==> src/rtl/lsu.sv <==
// Load/store unit: latches one request, drives the mem port for one store or MEM_LAT load cycles, then returns the extended data.
// Response holds until resp_ready. `LSU_MISALIGN_TRAP_EN` answers misaligned requests with resp_err and never issues them.
module lsu #(
  parameter int MEM_LAT = 1
) (
  input  logic        clk,
  input  logic        rst_n,
  input  logic        req_valid,
  output logic        req_ready,
  input  logic        req_wen,
  input  logic [1:0]  req_size,
  input  logic        req_unsigned,
  input  logic [63:0] req_addr,
  input  logic [63:0] req_wdata,
  output logic        resp_valid,
  input  logic        resp_ready,
  output logic [63:0] resp_rdata,
  output logic        resp_err,
  output logic        mem_ena,
  output logic        mem_wen,
  output logic [3:0]  mem_mask,
  output logic [63:0] mem_addr,
  output logic [63:0] mem_wdata,
  input  logic [63:0] mem_rdata
);

  localparam int CW = (MEM_LAT > 1) ? $clog2(MEM_LAT) : 1;

  typedef enum logic [1:0] {IDLE, ISSUE, RESP} state_t;

  typedef struct packed {
    logic        wen;
    logic [1:0]  size;
    logic        uns;
    logic [63:0] addr;
    logic [63:0] wdata;
  } req_t;

  state_t        state, state_nxt;
  req_t          req_q;
  logic [CW-1:0] cnt;
  logic [63:0]   rdata_q;
  logic          err_q;
  logic          trap;
  logic          last_beat;

`ifdef LSU_MISALIGN_TRAP_EN
  logic misalign;
  always_comb begin
    misalign = 1'b0;
    case (req_size)
      2'd1:    misalign = req_addr[0];
      2'd2:    misalign = |req_addr[1:0];
      2'd3:    misalign = |req_addr[2:0];
      default: misalign = 1'b0;
    endcase
  end
  assign trap = misalign;
`else
  assign trap = 1'b0;
`endif

  assign last_beat = (cnt == CW'(MEM_LAT - 1));

  always_ff @(posedge clk or negedge rst_n) begin
    if (!rst_n) state <= IDLE;
    else        state <= state_nxt;
  end

  always_comb begin
    state_nxt  = state;
    req_ready  = 1'b0;
    resp_valid = 1'b0;
    mem_ena    = 1'b0;
    mem_wen    = 1'b0;
    mem_mask   = 4'b0000;
    case (state)
      IDLE: begin
        req_ready = 1'b1;
        if (req_valid) state_nxt = trap ? RESP : ISSUE;
      end
      ISSUE: begin
        mem_ena  = 1'b1;
        mem_wen  = req_q.wen;
        mem_mask = {req_q.size == 2'd0, req_q.size == 2'd1, req_q.size == 2'd2, req_q.size == 2'd3};
        if (req_q.wen || last_beat) state_nxt = RESP;
      end
      RESP: begin
        resp_valid = 1'b1;
        if (resp_ready) state_nxt = IDLE;
      end
      default: state_nxt = IDLE;
    endcase
  end

  // rdata_q is cleared on accept so stores and trapped requests respond with zero.
  always_ff @(posedge clk or negedge rst_n) begin
    if (!rst_n) begin
      req_q   <= '0;
      cnt     <= '0;
      rdata_q <= '0;
      err_q   <= 1'b0;
    end else begin
      if (state == IDLE && req_valid) begin
        req_q.wen   <= req_wen;
        req_q.size  <= req_size;
        req_q.uns   <= req_unsigned;
        req_q.addr  <= req_addr;
        req_q.wdata <= req_wdata;
        rdata_q     <= '0;
        err_q       <= trap;
        cnt         <= '0;
      end
      if (state == ISSUE && !req_q.wen) begin
        if (last_beat) begin
          rdata_q <= mem_rdata;
          cnt     <= '0;
        end else begin
          cnt <= cnt + CW'(1);
        end
      end
    end
  end

  always_comb begin
    resp_rdata = rdata_q;
    case (req_q.size)
      2'd0: resp_rdata = req_q.uns ? {56'd0, rdata_q[7:0]}  : {{56{rdata_q[7]}},  rdata_q[7:0]};
      2'd1: resp_rdata = req_q.uns ? {48'd0, rdata_q[15:0]} : {{48{rdata_q[15]}}, rdata_q[15:0]};
      2'd2: resp_rdata = req_q.uns ? {32'd0, rdata_q[31:0]} : {{32{rdata_q[31]}}, rdata_q[31:0]};
      default: resp_rdata = rdata_q;
    endcase
  end

  assign resp_err  = err_q;
  assign mem_addr  = req_q.addr;
  assign mem_wdata = req_q.wdata << {req_q.addr[2:0], 3'b000};

endmodule

==> config.mk <==
export PLATFORM = sky130hd
export DESIGN_NAME = lsu
export DESIGN_NICKNAME = d
export VERILOG_FILES = /design/src/rtl/lsu.sv
export SDC_FILE = /design/constraint.sdc
export NUM_CORES = 1
export LEC_CHECK = 0
export CORE_ASPECT_RATIO = 1.2
export CORE_MARGIN = 2
export CORE_UTILIZATION = 35
export DETAILED_ROUTE_END_ITERATION = 10
export PLACE_DENSITY = 0.66
export REMOVE_ABC_BUFFERS = 1
export SYNTH_ARGS = -nofsm -noshare
export SYNTH_HDL_FRONTEND = slang
export SYNTH_SLANG_ARGS = --single-unit
export TNS_END_PERCENT = 100
==> constraint.sdc <==
create_clock -name clk -period 1.8 [get_ports clk]
set_input_delay 0.27 -clock clk [delete_from_list [all_inputs] [get_ports clk]]
set_output_delay 0.27 -clock clk [all_outputs]
set_load 0.02 [all_outputs]
==> flow_summary.rst, run 1 <==
.. list-table::
   :header-rows: 1

   * - Metric
     - Value
   * - Antenna Violating Nets Remaining
     - 0
   * - Class of the tightest hold or removal check
     - in -> async
   * - Via count of the first global-routing pass
     - between 9000 and 10000
   * - Fin worst setup slack
     - -518 ps
   * - Flop and latch count out of synthesis
     - 198
   * - Post-synthesis to final-layout area growth
     - 70.7%
   * - Number of setup violations in the final report
     - around 120
   * - Core occupancy in the finished layout
     - around three fifths
   * - RSZ-0062 raised after global routing
     - yes
   * - Total of max-cap violations
     - 0
   * - GR Util met3
     - ~7.5%
   * - Row count
     - 70
   * - Grt peak-use layer
     - met2
   * - Leak pwr
     - about 8.1 nW
   * - Die Width
     - around 160 microns
   * - Clock Sinks
     - between 150 and 200
   * - Synth top area share
     - between 40% and 50%
   * - Clock-pin transition on the worst setup and hold timing paths
     - 80 ps
   * - Worst-path maximum fanout
     - 6
   * - Layout cell share with drive strength beyond 1
     - about half
   * - Count of input and output buffers
     - 399
   * - Maximum clock skew at final layout
     - between 9 and 10 ps
   * - Total grt overflow
     - 0
   * - Global-route total usage across every layer
     - between 20% and 30%
   * - Library cell with the highest instance count after synthesis
     - dfrtp_1
   * - Mapped Avg Cell Area
     - 12.1 sq um
   * - Worst VDD drop
     - 1.44 mV
   * - Cell area after synthesis
     - approximately 0.011 sq mm
   * - Placed insts
     - between 1500 and 2000
   * - DRC errors left
     - 0
   * - Final period utilization
     - 129%
   * - Dpl hpwl
     - 25.2 mm
   * - Final hold violations
     - 0
   * - Wire length of the first global-routing pass
     - between 50 and 60 mm
   * - Longest Clk Path Bufs
     - 2
   * - Core Footprint
     - a little over 0.03 sq mm
   * - Number of synthesis warnings
     - 0
   * - Drt first pass iters
     - 5
   * - Post-detailed-routing wire length
     - ~39 mm
   * - Post-detailed-route wirelength per cell
     - roughly 22 microns
   * - Effective utilization at floorplan
     - a little over a third
   * - Die Height
     - approximately 200 microns
   * - Die area
     - 0.0319 sq mm
   * - Bufs and invs on worst path
     - 2
   * - Global-route met2 utilization
     - around 36%
   * - Depth of the CTS H-tree
     - 4
   * - Ports placed on the boundary
     - roughly 400
   * - TritonCTS clock tree
     - done
   * - Critical Path Source Type
     - flop
   * - Total vias in the final route
     - slightly above 9000
   * - Outcome
     - complete, but fails checks
   * - Gate Count Post-Synth
     - ~900
   * - Slowest CP cell
     - dfrtp_4
   * - Met1 usage
     - about a quarter
   * - Final-report max-slew violation count
     - 0
   * - Maximum number of pins on one net before global-route repair
     - 48
   * - Detailed-route vias per instance
     - between 5 and 6
   * - Post-synth EDFFs
     - 0
   * - CP required
     - 1530 ps
   * - Crit path cell chain
     - buf_12 -> mux4_2 -> nand2_1 -> o221ai_2 -> buf_4
   * - Violations in the final reports
     - negative setup slack
   * - Register-to-Register Setup Slack
     - 80 ps
   * - Total clock buffers created by CTS
     - 17
   * - Clock Root Buffer
     - clkbuf_16
   * - Share of synthesized flip-flops with an asynchronous set or reset
     - 100%
   * - Critical path's top delay family
     - flip-flops
   * - Post-synthesis cell type with the largest combined area
     - dfrtp_1
   * - Synth cell count leaders
     - dfrtp_1, buf_4, nand2_1
   * - Number of library cell types mapped by synthesis
     - 42
   * - Type of the worst setup path
     - reg -> out
   * - Slowest cell delay on critical path
     - 540 ps
   * - Cells taking the most area after synthesis
     - dfrtp_1, mux2_4, mux2_2, buf_4, mux2i_1
   * - Initial antenna violation count
     - 1
   * - Kind of end point of the critical path
     - primary output
   * - Minimum period implied by the final worst setup slack
     - around 2300 ps
   * - Critical Path AT
     - 2050 ps
   * - Starting DRT DRC Count
     - ~450
   * - Worst-skew pair later-pin latency
     - 440 ps
   * - Upper clock frequency limit
     - roughly 430 MHz
   * - Number of nets in the finished design
     - 1537
   * - Final Non-Filler Cells
     - between 1500 and 2000
   * - Sequential element share of the synthesized area
     - 46.4%
   * - Final estimated routing congestion in global placement
     - between 0.9 and 1
   * - DP Worst Slack
     - -531 ps
   * - Cell Pwr Density
     - between 2000 and 2500 mW/mm^2
   * - Main flop type after synthesis
     - dfrtp_1
[final timing paths]
path | to | start | cells after the start
min in group clk | state[1] | resp_ready | 2
max reg2reg | rdata_q[12] | state[0] | 7
min | req_q[2] | rst_n | 2
max | mem_wdata[59] | mem_addr[0] | 5
max in group asynchronous | rdata_q[60] | rst_n | 3
min reg2reg | rdata_q[13] | rdata_q[13] | 1
[area by class of cell]
class,count,area [sq um]
Inverter,2,10.0
Clock buffer,19,453
Timing Repair Buffer,584,6250
Sequential cell,198,4960
Fill cell,2338,12000
Clock inverter,13,160
Multi-Input combinational cell,534,5890
Tap cell,396,495
Antenna cell,1,2.50
[timing repair]
action / in CTS / in global routing
setup buffers: 12 / 32
hold endpoints to repair: 31 / 0
hold buffers: 1 / 0
gates cloned: 5 / 14
endpoints found under the setup margin: 131 / 131
resized for setup: 685 / 454
pin swaps: 20 / 41
[report_power, final]
group | switching (mW) | internal, mW
clock network | 1.95 | 2.07
logic | 12.8 | 14.5
registers | 2.11 | 6.74
[cell usage in the layout (no fill, tap or decap), drive strengths merged]
cell type,instances
a22o,64
dfrtp,198
nand2b,5
buf,303
a211o,1
nor2b,17
mux2i,65
and2,11
mux2,132
bufinv,1
clkdlybuf4s50,266
or2,1
dlygate4sd3,1
mux4,8
nand3b,7
a221oi,8
o22ai,1
o22a,8
a2bb2oi,8
clkinv,5
nor4bb,1
dlymetal6s2s,1
nand2,81
clkbuf,32
or4b,1
nor2,20
o21ai,32
a21oi,32
o21a,8
diode,1
nor3b,5
o221ai,8
inv,9
a211oi,7
conb,1
nor3,1
or3,1
[registers in the layout, summed over array words and instances (netlist names)]
name,count
mem_addr,64
rdata_q,64
req_q,68
state,2
[through the flow]
stage                     instance area, sq um  total power, mW  setup TNS (ps)  hold WS [ps]
after floorplan                           9600             15.4        -1509590         -25.6
after global placement                   15300             30.0          -51030           237
after detailed placement                 15300             30.2          -52970           236
after CTS                                16400             35.6          -46870           320
after global routing                     18200             41.9          -52680           341
final                                    18200             40.1          -43830           330
[cell families after synthesis]
| kind of cell | share of synthesized area [%] |
|---|---|
| buffers and inverters | 10.2 |
| other | 0.0351 |
| flip-flops | 46.4 |
| AND/OR/NAND/NOR | 7.08 |
| multiplexers | 24.1 |
| AO/OA/AOI/OAI | 12.2 |
[per-layer routing]
metal / vias to the layer above / share of wire [%]
li1: 4009 / -
met1: 4532 / 37
met2: 492 / 49
met3: 86 / 9.5
met4: 0 / 3.6
met5: - / 0
Note: power is estimated with default switching activity, not from simulation.
==> run 2: changes to the inputs <==
--- a/config.mk
+++ b/config.mk
@@ -5,7 +5,6 @@
 export SDC_FILE = /design/constraint.sdc
 export NUM_CORES = 1
 export LEC_CHECK = 0
-export CORE_ASPECT_RATIO = 1.2
 export CORE_MARGIN = 2
 export CORE_UTILIZATION = 35
 export DETAILED_ROUTE_END_ITERATION = 10
==> flow_summary.rst, run 2 (same netlist as run 1, synthesis figures left out) <==
.. list-table::
   :header-rows: 1

   * - Metric
     - Value
   * - Cell Pwr Density
     - 2190 mW/mm^2 (was 2200 mW/mm^2)
   * - Final period utilization
     - 129% (about the same)
   * - Dpl hpwl
     - 25.6 mm (was 25.2 mm)
   * - Post-route cell area
     - 0.0180 sq mm (was 0.0182 sq mm)
   * - Critical Path AT
     - 2050 ps (about the same)
   * - Depth of the CTS H-tree
     - 4 (unchanged)
   * - Reg with most FFs
     - req_q (unchanged)
   * - Number of nets in the finished design
     - 1547 (was 1537)
   * - Starting DRT DRC Count
     - 448 (was 453)
   * - Leak pwr
     - 8.12 nW (was 8.09 nW)
   * - Violations in the final reports
     - negative setup slack (unchanged)
   * - Total of max-cap violations
     - 0 (unchanged)
   * - Wire length of the first global-routing pass
     - 53.7 mm (was 53.3 mm)
   * - Die Height
     - 179 microns (was 195 microns)
   * - Internal portion of total power
     - 23.2 mW (was 23.3 mW)
   * - Most frequent cells in the layout
     - clkdlybuf4s50_1, dfrtp_1, buf_4, buf_6, mux2_4 (was clkdlybuf4s50_1, dfrtp_1, buf_6, buf_4, mux2_4)
   * - Clock Root Buffer
     - clkbuf_16 (unchanged)
   * - Max_slew headroom
     - between 50% and 60%
   * - Portion of total power attributed to combinational logic
     - 67.6% (was 67.9%)
   * - Maximum number of pins on one net before global-route repair
     - 46 (was 48)
   * - Drt first pass iters
     - 5 (unchanged)
   * - Layout cell share with drive strength beyond 1
     - 48.6% (was 50.7%)
   * - Post-route setup TNS
     - -46800 ps (was -43830 ps)
   * - Type of the worst setup path
     - reg -> out (unchanged)
   * - Longest Clk Path Bufs
     - 2 (unchanged)
   * - Critical Path Source Type
     - flop (unchanged)
   * - Switching component of the power
     - 16.1 mW (was 16.8 mW)
   * - Final hold violations
     - 0 (unchanged)
   * - Fin worst setup slack
     - -519 ps (was -518 ps)
   * - Kind of end point of the critical path
     - primary output (unchanged)
   * - Final estimated routing congestion in global placement
     - 0.861 (was 0.911)
   * - Slew at the pin closest to its max-slew limit
     - about 700 ps
   * - Post-detailed-routing wire length
     - 37.4 mm (was 38.8 mm)
   * - Clock Sinks
     - 198 (unchanged)
   * - Class of the tightest hold or removal check
     - in -> async (unchanged)
   * - RSZ-0062 raised after global routing
     - yes (unchanged)
   * - Total grt overflow
     - 0 (unchanged)
   * - Most frequent standard cell in the layout excluding fill and tap cells
     - clkdlybuf4s50_1 (unchanged)
   * - Sequential group share of total power
     - 22.0% (about the same)
   * - Core Footprint
     - 0.0299 sq mm (was 0.0302 sq mm)
   * - Die area
     - 0.0319 sq mm (about the same)
   * - Upper clock frequency limit
     - 431 MHz (about the same)
   * - Effective utilization at floorplan
     - 35.7% (was 35.3%)
   * - Detailed-route vias per instance
     - 5.12 (was 5.22)
   * - Via count of the first global-routing pass
     - 9335 (was 9207)
   * - Maximum clock skew at final layout
     - 11.6 ps (was 9.66 ps)
   * - N_diodes
     - 0 (was 1)
   * - Worst-skew pair later-pin latency
     - 430 ps (was 440 ps)
   * - Ports placed on the boundary
     - 401 (unchanged)
   * - Minimum period implied by the final worst setup slack
     - 2320 ps (about the same)
   * - Number of setup violations in the final report
     - 121 (was 123)
   * - Worst hold-check slack
     - 374 ps (was 330 ps)
   * - Initial antenna violation count
     - 1 (unchanged)
   * - Total clock buffers created by CTS
     - 17 (unchanged)
   * - Switching part of the total power
     - 40.9% (was 42.0%)
   * - Post-synthesis to final-layout area growth
     - 68.4% (was 70.7%)
   * - Worst-path maximum fanout
     - 6 (unchanged)
   * - CP required
     - 1530 ps (about the same)
   * - Cell Area, Placed
     - 0.0155 sq mm (was 0.0153 sq mm)
   * - TritonCTS clock tree
     - done (unchanged)
   * - Clock-pin transition on the worst setup and hold timing paths
     - 70 ps (was 80 ps)
   * - Clock network power share
     - 10.4% (was 10.0%)
   * - Row count
     - 63 (was 70)
   * - Post-detailed-route wirelength per cell
     - 21.4 microns (was 22.2 microns)
   * - Count of input and output buffers
     - 399 (unchanged)
   * - DRC errors left
     - 0 (unchanged)
   * - Total vias in the final route
     - 8951 (was 9119)
   * - DP Worst Slack
     - -523 ps (was -531 ps)
   * - Final-report max-slew violation count
     - 0 (unchanged)
   * - Outcome
     - complete, but fails checks (unchanged)
   * - Worst VDD drop
     - 1.12 mV (was 1.44 mV)
   * - Number of flip-flops under the largest register name
     - 68 (unchanged)
   * - Die Width
     - 179 microns (was 163 microns)
   * - Antenna Violating Nets Remaining
     - 0 (unchanged)
   * - Global-route total usage across every layer
     - 22.1% (was 21.6%)
## run 2: cell types whose count changed in the layout (fill, tap and decap cells not counted), moves of 7 or more
| cell | change |
|---|---|
| buf_4 | +21 |
| a21oi_4 | -19 |
| buf_6 | -18 |
| a21oi_1 | +15 |
| nor2_4 | -8 |
| a2bb2oi_2 | -7 |
| a2bb2oi_4 | +7 |
| clkbuf_16 | -7 |
| nor2_1 | +7 |
## run 2: final cells by class
cell class	instances	area [sq um]
fillers	2335	11900
repair buffers	593	6200
multi-input cells	535	5710
flip-flops and latches	198	4970
well taps	390	488
clock buffers	19	443
clock inverters	12	168
inverters	2	7.51
## run 2: final timing paths
path	start	to	slack, ps	cells past startpoint
setup / recovery	mem_addr[0]	mem_wdata[58]	-520	6
hold / removal	rst_n	req_q[40]	370	2
setup reg to reg	state[0]	rdata_q[43]	100	7
hold reg to reg	rdata_q[13]	rdata_q[13]	500	1
max in group asynchronous	rst_n	req_q[130]	810	3
min in group clk	mem_rdata[28]	rdata_q[28]	440	2
## run 2: power by group through the flow
stage / clock network (mW) / logic, mW / registers (mW)
floorplan: 0 / 7.09 / 8.28
detailed placement: 0 / 22.3 / 8.42
global placement: 0 / 22.1 / 8.40
global route: 4.36 / 28.0 / 8.91
finish: 4.09 / 26.6 / 8.66
CTS: 4.20 / 24.7 / 8.51
## run 2: per-layer routing
layer	track usage (%)	up-vias	routed length, microns
met2	37.9	410	18800
li1	-	4016	-
met5	0	-	12
met4	6.84	2	712
met1	26.1	4475	14400
met3	7.53	48	3520
## run 2: critical path, stage by stage, from the launching register on
cell and delay, ps:
dfrtp_4 510, buf_12 150, buf_12 140, mux4_2 470, nand2_2 90, o221ai_2 90
buf_4 170
## run 2: what timing repair did
| item | CTS | global route |
|---|---|---|
| endpoints found under the setup margin | 132 | 134 |
| setup buffers | 22 | 20 |
| hold buffers | 1 | 0 |
| pin swaps | 23 | 41 |
| gates cloned | 8 | 4 |
| gates resized for setup | 800 | 249 |
| hold endpoints to repair | 38 | 0 |
## run 2: stage by stage
stage                     power (mW)  utilization (%)  cells
after floorplan                 15.4                -    734
after global placement          30.5             51.9   1667
after detailed placement        30.7             51.9   1667
after CTS                       37.4             57.1   1728
after global routing            41.2             60.2   1749
final                           39.4             60.2   1749
